### config.mk
export PLATFORM = sky130hd
export DESIGN_NAME = cla_pipe_adder32
export DESIGN_NICKNAME = d
export VERILOG_FILES = /design/src/rtl/cla_pipe_adder32.sv
export SDC_FILE = /design/constraint.sdc
export NUM_CORES = 1
export LEC_CHECK = 0
export CAP_MARGIN = 20
export CELL_PAD_IN_SITES_DETAIL_PLACEMENT = 0
export CELL_PAD_IN_SITES_GLOBAL_PLACEMENT = 2
export CORE_ASPECT_RATIO = 1.1
export CORE_MARGIN = 1
export CORE_UTILIZATION = 25
export CTS_BUF_LIST = sky130_fd_sc_hd__clkbuf_16
export DETAILED_ROUTE_END_ITERATION = 10
export GPL_ROUTABILITY_DRIVEN = 0
export GPL_TIMING_DRIVEN = 0
export PLACE_DENSITY = 0.7
export SLEW_MARGIN = 10
export SYNTH_ARGS = -nofsm -noshare
export SYNTH_HDL_FRONTEND = slang
export SYNTH_SLANG_ARGS = --single-unit
### constraint.sdc
create_clock -name clk -period 3 [get_ports clk]
set_input_delay 0.6 -clock clk [delete_from_list [all_inputs] [get_ports clk]]
set_output_delay 0.6 -clock clk [all_outputs]
set_load 0.05 [all_outputs]
### src/rtl/cla_pipe_adder32.sv
// Two-stage pipelined 32-bit carry-lookahead adder with valid/ready handshakes.
// S1 holds bit and group propagate/generate; S2 holds the registered sum, cout and ovf.
module cla_pipe_adder32 (
  input  logic        clk,
  input  logic        rst,
  input  logic        in_valid,
  output logic        in_ready,
  input  logic [31:0] a,
  input  logic [31:0] b,
  input  logic        cin,
  output logic        out_valid,
  input  logic        out_ready,
  output logic [31:0] sum,
  output logic        cout,
  output logic        ovf
);

  // Carries into positions 0..3 of a 4-wide lookahead unit, each a flat sum of products.
  function automatic logic [3:0] lookahead4(input logic [3:0] p, input logic [3:0] g,
                                            input logic ci);
    logic [3:0] c;
    c[0] = ci;
    c[1] = g[0] | (p[0] & ci);
    c[2] = g[1] | (p[1] & g[0]) | (p[1] & p[0] & ci);
    c[3] = g[2] | (p[2] & g[1]) | (p[2] & p[1] & g[0]) | (p[2] & p[1] & p[0] & ci);
    return c;
  endfunction

  // Block propagate/generate of four adjacent positions, returned as {P, G}.
  function automatic logic [1:0] block_pg(input logic [3:0] p, input logic [3:0] g);
    logic bp;
    logic bg;
    bp = &p;
    bg = g[3] | (p[3] & g[2]) | (p[3] & p[2] & g[1]) | (p[3] & p[2] & p[1] & g[0]);
    return {bp, bg};
  endfunction

  logic        s1_valid;
  logic        s1_cin;
  logic [31:0] s1_p;
  logic [31:0] s1_g;
  logic [7:0]  s1_gp;
  logic [7:0]  s1_gg;

  logic [31:0] in_p;
  logic [31:0] in_g;
  logic [7:0]  in_gp;
  logic [7:0]  in_gg;

  logic        s2_free;
  logic        accept;
  logic        advance;

  logic [1:0]  lo_pg;
  logic [1:0]  hi_pg;
  logic        c_mid;
  logic        c_out;
  logic [7:0]  group_c;
  logic [31:0] bit_c;
  logic [31:0] next_sum;
  logic        next_ovf;

  assign s2_free  = !out_valid || out_ready;
  assign in_ready = !rst && (!s1_valid || s2_free);
  assign accept   = in_valid && in_ready;
  assign advance  = s1_valid && s2_free;

  always_comb begin
    in_p  = a ^ b;
    in_g  = a & b;
    in_gp = '0;
    in_gg = '0;
    for (int k = 0; k < 8; k++) begin
      {in_gp[k], in_gg[k]} = block_pg(in_p[4*k +: 4], in_g[4*k +: 4]);
    end
  end

  // Second level: two 4-group units, joined by a top combine that produces the
  // carry into group 4 and the final carry-out directly from cin.
  always_comb begin
    lo_pg   = block_pg(s1_gp[3:0], s1_gg[3:0]);
    hi_pg   = block_pg(s1_gp[7:4], s1_gg[7:4]);
    c_mid   = lo_pg[0] | (lo_pg[1] & s1_cin);
    c_out   = hi_pg[0] | (hi_pg[1] & lo_pg[0]) | (hi_pg[1] & lo_pg[1] & s1_cin);
    group_c = {lookahead4(s1_gp[7:4], s1_gg[7:4], c_mid),
               lookahead4(s1_gp[3:0], s1_gg[3:0], s1_cin)};
    bit_c   = '0;
    for (int k = 0; k < 8; k++) begin
      bit_c[4*k +: 4] = lookahead4(s1_p[4*k +: 4], s1_g[4*k +: 4], group_c[k]);
    end
    next_sum = s1_p ^ bit_c;
    next_ovf = bit_c[31] ^ c_out;
  end

  always_ff @(posedge clk) begin
    if (rst) begin
      s1_valid <= 1'b0;
      s1_cin   <= 1'b0;
      s1_p     <= '0;
      s1_g     <= '0;
      s1_gp    <= '0;
      s1_gg    <= '0;
    end else if (accept) begin
      s1_valid <= 1'b1;
      s1_cin   <= cin;
      s1_p     <= in_p;
      s1_g     <= in_g;
      s1_gp    <= in_gp;
      s1_gg    <= in_gg;
    end else if (advance) begin
      s1_valid <= 1'b0;
    end
  end

  // Result data only changes on a load, so it stays put while stalled.
  always_ff @(posedge clk) begin
    if (rst) begin
      out_valid <= 1'b0;
      sum       <= '0;
      cout      <= 1'b0;
      ovf       <= 1'b0;
    end else if (advance) begin
      out_valid <= 1'b1;
      sum       <= next_sum;
      cout      <= c_out;
      ovf       <= next_ovf;
    end else if (out_ready) begin
      out_valid <= 1'b0;
    end
  end

endmodule

**Word level (Yosys, flattened, before mapping)**

Cells that the tools add are included.

- Flip-flop bits (word level): 116
- Bits in latches: 0
- RAM bits: 0
- Memory bits (read-only): 0
- Output and inout bits: 36
- Memories kept: 0

- $add $sub $neg: 0
- Multiply operators: 0
- Divide/modulo/power cells: 0
- $lt $le $gt $ge: 0
- Eq/ne operators: 0
- Shift-type cells: 0
- Mux-type cells: 4
- Bitwise logic cells: 241
- Reductions and logical operators: 20

Operator list:

| cell | count |
|---|---|
| bitwise AND 1 bit | 144 |
| OR 1 bit | 93 |
| bitwise XOR 32 bit | 2 |
| AND reduction 4 bit | 10 |
| bitwise AND 32 bit | 1 |
| 2-to-1 mux 1 bit | 4 |
| nonzero test 2 bit | 2 |
| logical AND 1 bit | 3 |
| logical NOT 1 bit | 3 |
| logical OR 1 bit | 2 |
| bitwise XOR 1 bit | 1 |

**Logic depth before layout (Yosys ltp)**

Gate-level depths: netlist (run 1).

- Word-level depth: 10
- Depth in mapped cells: 11
- Gate-level depth less buffers: 11

**Least setup slack after synthesis (run 1)**

No wires, ideal clock.

- Path type: register to register
- Start point: register out_valid
- End point: register s1_p[10]
- Data arrival time: 2.413 ns
- Data required time: 2.887 ns
- Path slack: 0.474 ns
- Cell stages (with the launch flop): 8
- Path buffers: 2
- Period minus slack after synthesis: 2.526 ns
- Path through: dfxtp_1 > nor2b_1 > a21oi_1 > nand2_1 > buf_2 > buf_1 > nand3b_1 > nand2_1

- Longest elaborated chain between the ends: 5

Ends and longest elaborated chain:

| item | line | text |
|---|---|---|
| start, declared | 11 | `output logic out_valid,` |
| start signal, assigned | 118 | `out_valid <= 1'b0;` |
| start signal, assigned | 123 | `out_valid <= 1'b1;` |
| start signal, assigned | 128 | `out_valid <= 1'b0;` |
| logical NOT 1 bit | 63 | `assign s2_free = !out_valid \|\| out_ready;` |
| logical OR 1 bit | 63 |  |
| logical OR 1 bit | 64 | `assign in_ready = !rst && (!s1_valid \|\| s2_free);` |
| logical AND 1 bit | 64 |  |
| net in_ready | 7 | `output logic in_ready,` |
| logical AND 1 bit | 65 | `assign accept = in_valid && in_ready;` |
| end signal, assigned | 106 | `s1_p <= in_p;` |
| end, declared | 40 | `logic [31:0] s1_p;` |

The timed path passes the listed nets, and every way through them passes these cells.
A chain may end at the register's enable or synchronous reset.

**Final worst setup path (run 1)**

- Start point: input port out_ready
- End point: register s1_p[9]

- Longest elaborated chain between the ends: 4

Ends and longest elaborated chain:

| item | line | text |
|---|---|---|
| start, declared | 12 | `input logic out_ready,` |
| logical OR 1 bit | 63 |  |
| logical OR 1 bit | 64 |  |
| logical AND 1 bit | 64 |  |
| logical AND 1 bit | 65 |  |

No other way between the ends.

==> results of run 1 <==
[final timing paths]
kind                            startpoint  endpoint  slack, ns
worst min-delay path               sum[25]   sum[25]       0.46
worst min register to register     sum[25]   sum[25]       0.46
worst max-delay path             out_ready   s1_p[9]       0.40
worst max register to register   out_valid   s1_p[9]       0.70
[sequential cells by signal (all words and copies together), names as in the netlist, 8 cells and up]
signal,count
s1_p,32
s1_gp,8
s1_gg,8
s1_g,24
sum,32
[report_power, final]
group / internal [W] / switching [W]
Sequential: 0.00153 / 0.0000758
Combinational: 0.000290 / 0.000387
Clock: 0.000635 / 0.000555
Total: 0.00246 / 0.00102
[per-stage QoR]
| step | hold slack [ns] | std cells | setup slack (ns) | total power [W] |
|---|---|---|---|---|
| after floorplan | 0.432 | 629 | 0.474 | 0.00202 |
| after global routing | 0.478 | 1003 | 0.222 | 0.00363 |
| after detailed placement | 0.444 | 988 | 0.0195 | 0.00233 |
| after global placement | 0.442 | 988 | 0.0113 | 0.00232 |
| final | 0.456 | 1003 | 0.396 | 0.00348 |
| after CTS | 0.458 | 1003 | 0.0345 | 0.00351 |
[critical path, stage by stage]
cell and delay (ns):
sky130_fd_sc_hd__clkdlybuf4s50_1 0.40, sky130_fd_sc_hd__nor2b_1 0.34, sky130_fd_sc_hd__a21oi_1 0.21, sky130_fd_sc_hd__nand2_1 0.20
sky130_fd_sc_hd__buf_2 0.31, sky130_fd_sc_hd__buf_1 0.56, sky130_fd_sc_hd__nand3b_1 0.16, sky130_fd_sc_hd__nand2_1 0.10
[what timing repair did]
item / CTS / global route
setup endpoints to repair: 0 / 1
gates resized for setup: 0 / 1
hold buffers: 0 / 0
[cell type report]
class	instances	area, µm²
fill	2182	13700
tap	256	320
multi-input combinational	479	2930
clock inverter	6	55.1
clock buffer	9	225
buffer	35	169
inverter	6	22.5
timing repair buffer	103	1030
sequential	109	2180
[cell families (layout without fill, tap and decap cells)]
family | count (synthesis) | after routing
mux | 1 | 1
xor+xnor | 15 | 15
simple gates | 291 | 291
compound gates | 132 | 132
fa+ha+maj | 40 | 40
flops | 109 | 109
buf+inv | 41 | 159
[routing by layer]
layer | GRT usage [%] | vias up
met4 | 6.21 | 0
met5 | 0 | -
met3 | 2.20 | 21
met2 | 29.9 | 134
met1 | 22.5 | 2321
li1 | - | 2422
[synthesized netlist by cell type (7+ instances only)]
cell                         n
sky130_fd_sc_hd__a21o_1     19
sky130_fd_sc_hd__xnor2_1    13
sky130_fd_sc_hd__a21oi_1    51
sky130_fd_sc_hd__clkbuf_1   24
sky130_fd_sc_hd__o21ai_0    23
sky130_fd_sc_hd__nand3b_1   56
sky130_fd_sc_hd__ha_1       40
sky130_fd_sc_hd__nor2_1     29
sky130_fd_sc_hd__nand3_1     7
sky130_fd_sc_hd__dfxtp_1   109
sky130_fd_sc_hd__nand2_1   158
==> run_results.csv, run 1 <==
group,metric,value,unit
status,outcome,"complete, no violations",
clocking,clock_root_buffer,"sky130_fd_sc_hd__clkbuf_16",
floorplanning,chipWidth,141,µm
clocking,clock_tree.buffer_depth,2,
floorplanning,fp-row-count,55,
timing,fin_skew,0.00970,ns
global_routing,grt_usage,17.5,%
timing,post-route-period-util,86.8,%
timing,grt_setup_unrepaired,"no",
worst_hold_path,hold-path-cell-count,2,
worst_setup_path,timing.critical_path.arrival,2.90,ns
logic_synthesis,netlist_area,5300,µm²
layout,post_route_cells_drive_above_1_share,4.15,%
floorplanning,die_area,21800,µm²
route,vias,4898,
clocking,h-tree-depth,3,
global_routing,antenna_found_initial,0,
clocking,tritoncts_clock_tree,"built",
global_routing,grt_pass1_wl,28100,µm
logic_synthesis,synthesis.yosys.warnings,0,
floorplanning,io_pins,105,
route,route.detailed.wl_per_inst,18.6,µm
layout,final_design_area_no_fill,6930,µm²
pwr,power.static_leakage,2.86,nW
route,drcViolationCount,0,
layout,most_frequent_cells_in_the_layout,"sky130_fd_sc_hd__nand2_1 (158), sky130_fd_sc_hd__dfxtp_1 (109), sky130_fd_sc_hd__clkdlybuf4s50_1 (102)",
logic_synthesis,synth_edf_count,0,
worst_hold_path,hp-class,"flop to flop",
logic_synthesis,async_set_reset_flop_share_out_of_synthesis,0,%
worst_setup_path,critical_path_class,"input port to flop",
route,drt_pass1_iterations,7,
timing,relSlewSlack,41.7,%
route,finalWirelength,18700,µm
global_routing,globalRoute.totalOverflow,0,
worst_setup_path,critPathRequiredTime,3.29,ns
route,postRouteAntennaNets,0,
logic_synthesis,synth-seq-cells,109,
logic_synthesis,synth_top_cells_by_area,"sky130_fd_sc_hd__dfxtp_1 (41%), sky130_fd_sc_hd__nand2_1 (11%), sky130_fd_sc_hd__ha_1 (9.4%)",
pwr,power_density,502,nW/µm²
logic_synthesis,synthDistinctLibCells,55,
worst_setup_path,ff2ff_path_depth,7,
clocking,tritoncts_num_sinks,109,
layout,mostFrequentLayoutCell,"sky130_fd_sc_hd__nand2_1",
logic_synthesis,post-synth-top-area-cell,"sky130_fd_sc_hd__dfxtp_1",
layout,layout-area-overhead-vs-synth,30.8,%
logic_synthesis,synth.area.mux_share,0.189,%
global_routing,largest_net_degree_at_the_start_of_global_routing,17,
logic_synthesis,synth_simple_gate_area_share,27.1,%
placement,buffer_ports.inserted,103,
timing,worst_pin_slew,0.875,ns
logic_synthesis,mappedNetlistNets,738,
logic_synthesis,synth_cells,629,
global_routing,first_global_vias,4875,
logic_synthesis,synth-compound-area-share,16.0,%
layout,finish.net_count,852,
timing,setup-tns-final,0,ns
worst_setup_path,cp-start-kind,"input port",
clocking,cts_setup_buffers,0,
route,detail_route.wirelength.met1,8690,µm
worst_setup_path,worst-path-max-fanout,10,
layout,finalCoreUtilization,33.6,%
layout,n_antenna_cell,0,
floorplanning,initial_core_utilization,25.7,%
floorplanning,core_region_area,20600,µm²
route,top_layer,"met4",
placement,post_dp_cell_area,6650,µm²
logic_synthesis,postSynthAreaPerCell,8.43,µm²
clocking,numCtsBuffers,9,
timing,fmax,384,MHz
clocking,clk_pin_slew,0.07,ns
timing,timing_max_transition_violations_final,0,
logic_synthesis,synth_seq_area_share,41.2,%
logic_synthesis,post_synth_fa_ha_maj_area_fraction,9.44,%
route,drt_iter0_drc,237,
floorplanning,floorplan.die.height,155,µm
placement,hpwl,13800,µm
worst_setup_path,end_kind,"flop",
logic_synthesis,synth_xor_xnor_area_share,2.48,%
flow_run,maxCapViolCount,0,
logic_synthesis,netlist.area_leader.share,41.2,%
logic_synthesis,synth_top_family_by_area,"simple AND/OR/NAND/NOR gates",
timing,setup-violations-final,0,
route,met2RoutedLength,8920,µm
clocking,worst_skew_pair.late_latency,0.36,ns
route,post_drt_via_cell_ratio,4.88,
route,met3_wirelength,685,µm
timing,hold_viol_final,0,
logic_synthesis,synth_flop_cell,"sky130_fd_sc_hd__dfxtp_1",
pwr,power.ir.vdd_worst,0.256,mV
timing,fin_crit,2.60,ns
Note: power is estimated with default switching activity, not from simulation.
==> inputs of run 2 (changes only) <==
PLACE_DENSITY = 0.72   (was 0.7)
clock period = 2.1 ns   (was 3 ns; I/O delays follow)
==> run_results.csv, run 2 (synthesis gave the netlist of run 1 again) <==
group,metric,value,unit
status,outcome,"complete, no violations",
global_routing,globalRoute.totalOverflow,0,
clocking,postCtsHoldBufs,0,
worst_setup_path,timing.critical_path.arrival,2.39,ns
pwr,power.ir.vdd_worst,0.407,mV
layout,layout-area-overhead-vs-synth,33.0,%
global_routing,grt_pass1_wl,28100,µm
floorplanning,io_pins,105,
floorplanning,fp-row-count,55,
worst_setup_path,cp-start-kind,"flop",
layout,finish.net_count,855,
timing,relSlewSlack,47.9,%
route,drcViolationCount,0,
layout,final.fill_count,2194,
global_routing,largest_net_degree_at_the_start_of_global_routing,20,
pwr,power.static_leakage,2.93,nW
timing,setup-violations-final,0,
clocking,tritoncts_num_sinks,109,
layout,biggestRegsByFlops,"s1_p: 32 flops, sum: 32 flops, s1_g: 24 flops",
timing,fin_crit,2.10,ns
clocking,tritoncts_clock_tree,"built",
layout,finalCoreUtilization,34.1,%
pwr,power_density,735,nW/µm²
layout,most_frequent_cells_in_the_layout,"sky130_fd_sc_hd__nand2_1 (158), sky130_fd_sc_hd__dfxtp_1 (108), sky130_fd_sc_hd__clkdlybuf4s50_1 (102)",
route,route.detailed.wl_per_inst,18.3,µm
timing,fin_skew,0.0106,ns
placement,post_dp_cell_area,6660,µm²
timing,hold_viol_final,0,
route,post_drt_via_cell_ratio,4.85,
pwr,totalPowerFinal,0.00518,W
clocking,clk_pin_slew,0.07,ns
route,vias,4886,
floorplanning,chipWidth,141,µm
clocking,h-tree-depth,3,
worst_setup_path,worst-path-max-fanout,5,
floorplanning,floorplan.die.height,155,µm
timing,fmax,477,MHz
floorplanning,initial_core_utilization,25.7,%
floorplanning,core_region_area,20600,µm²
route,drt_pass1_iterations,5,
layout,final_design_area_no_fill,7050,µm²
global_routing,antenna_found_initial,0,
timing,whs,0.441,ns
layout,final_cell_count_no_fill,1007,
timing,post-route-period-util,99.9,%
clocking,clock_root_buffer,"sky130_fd_sc_hd__clkbuf_16",
floorplanning,die_area,21800,µm²
flow_run,maxCapViolCount,0,
placement,buffer_ports.inserted,103,
layout,post_route_cells_drive_above_1_share,7.46,%
worst_setup_path,critical_path_class,"flop to flop",
route,finalWirelength,18400,µm
worst_setup_path,end_kind,"flop",
timing,timing_max_transition_violations_final,0,
clocking,clock_tree.buffer_depth,2,
route,drt_iter0_drc,349,
clocking,numCtsBuffers,9,
global_routing,first_global_vias,4905,
timing,worst_pin_slew,0.782,ns
layout,mostFrequentLayoutCell,"sky130_fd_sc_hd__nand2_1",
placement,placedCellCount,988,
worst_hold_path,hp-class,"input port to flop",
timing,grt_setup_unrepaired,"yes",
global_routing,grt_usage,17.4,%
route,postRouteAntennaNets,0,
clocking,worst_skew_pair.late_latency,0.36,ns
placement,hpwl,13600,µm
worst_setup_path,critPathRequiredTime,2.40,ns
layout,n_antenna_cell,0,
==> run 2: where the power goes <==
group	switching [W]	internal (W)	total, W
combinational	0.000555	0.000428	0.000982
clock	0.000838	0.00105	0.00189
sequential	0.000111	0.00219	0.00230
total	0.00150	0.00367	0.00518
==> run 2: final timing paths <==
| check | start | end | slack [ns] | depth (start not counted) |
|---|---|---|---|---|
| hold / removal | rst | sum[26] | 0.44 | 3 |
| hold reg to reg | sum[14] | sum[14] | 0.45 | 2 |
| setup reg to reg | s1_cin | sum[11] | 0.003 | 9 |
| setup / recovery | s1_cin | sum[11] | 0.003 | 9 |
==> run 2: timing repair <==
action,4_1_cts,5_1_grt
buffers inserted,2,2
pin swaps,1,3
resized for setup,13,8
setup endpoints to repair,64,5
==> run 2: final cells by class <==
type | instances | area [µm²] | share of cell area (%)
sequential | 109 | 2180 | 31.0
multi-input combinational | 479 | 2970 | 42.1
buffer | 34 | 176 | 2.50
clock inverter | 7 | 96.3 | 1.37
inverter | 6 | 22.5 | 0.320
timing repair buffer | 107 | 1060 | 15.0
tap | 256 | 320 | 4.54
clock buffer | 9 | 225 | 3.20
==> run 2: critical path, stage by stage, from the launching register on <==
cell and delay [ns]:
sky130_fd_sc_hd__dfxtp_2 0.36, sky130_fd_sc_hd__a21o_4 0.24, sky130_fd_sc_hd__a21oi_4 0.24, sky130_fd_sc_hd__buf_4 0.15, sky130_fd_sc_hd__buf_4 0.10, sky130_fd_sc_hd__inv_2 0.03, sky130_fd_sc_hd__and2_4 0.15, sky130_fd_sc_hd__or4_4 0.41
sky130_fd_sc_hd__a311o_1 0.29, sky130_fd_sc_hd__nand3_2 0.07
==> run 2: metal layers <==
metal | global-route usage, % | part of all wire (%) | routed length (µm)
met5 | 0 | 0 | 0
met4 | 6.88 | 2.4 | 447
met1 | 22.3 | 46 | 8410
met2 | 29.5 | 48 | 8820
met3 | 2.38 | 4.0 | 731
==> run 2: per-stage QoR <==
stage,worst slack (ns),setup TNS [ns]
after floorplan,0.0187,0
final,0.00308,0
after global placement,-0.599,-39.99
after detailed placement,-0.633,-41.26
after CTS,0.0145,0
after global routing,-0.0698,-0.0771
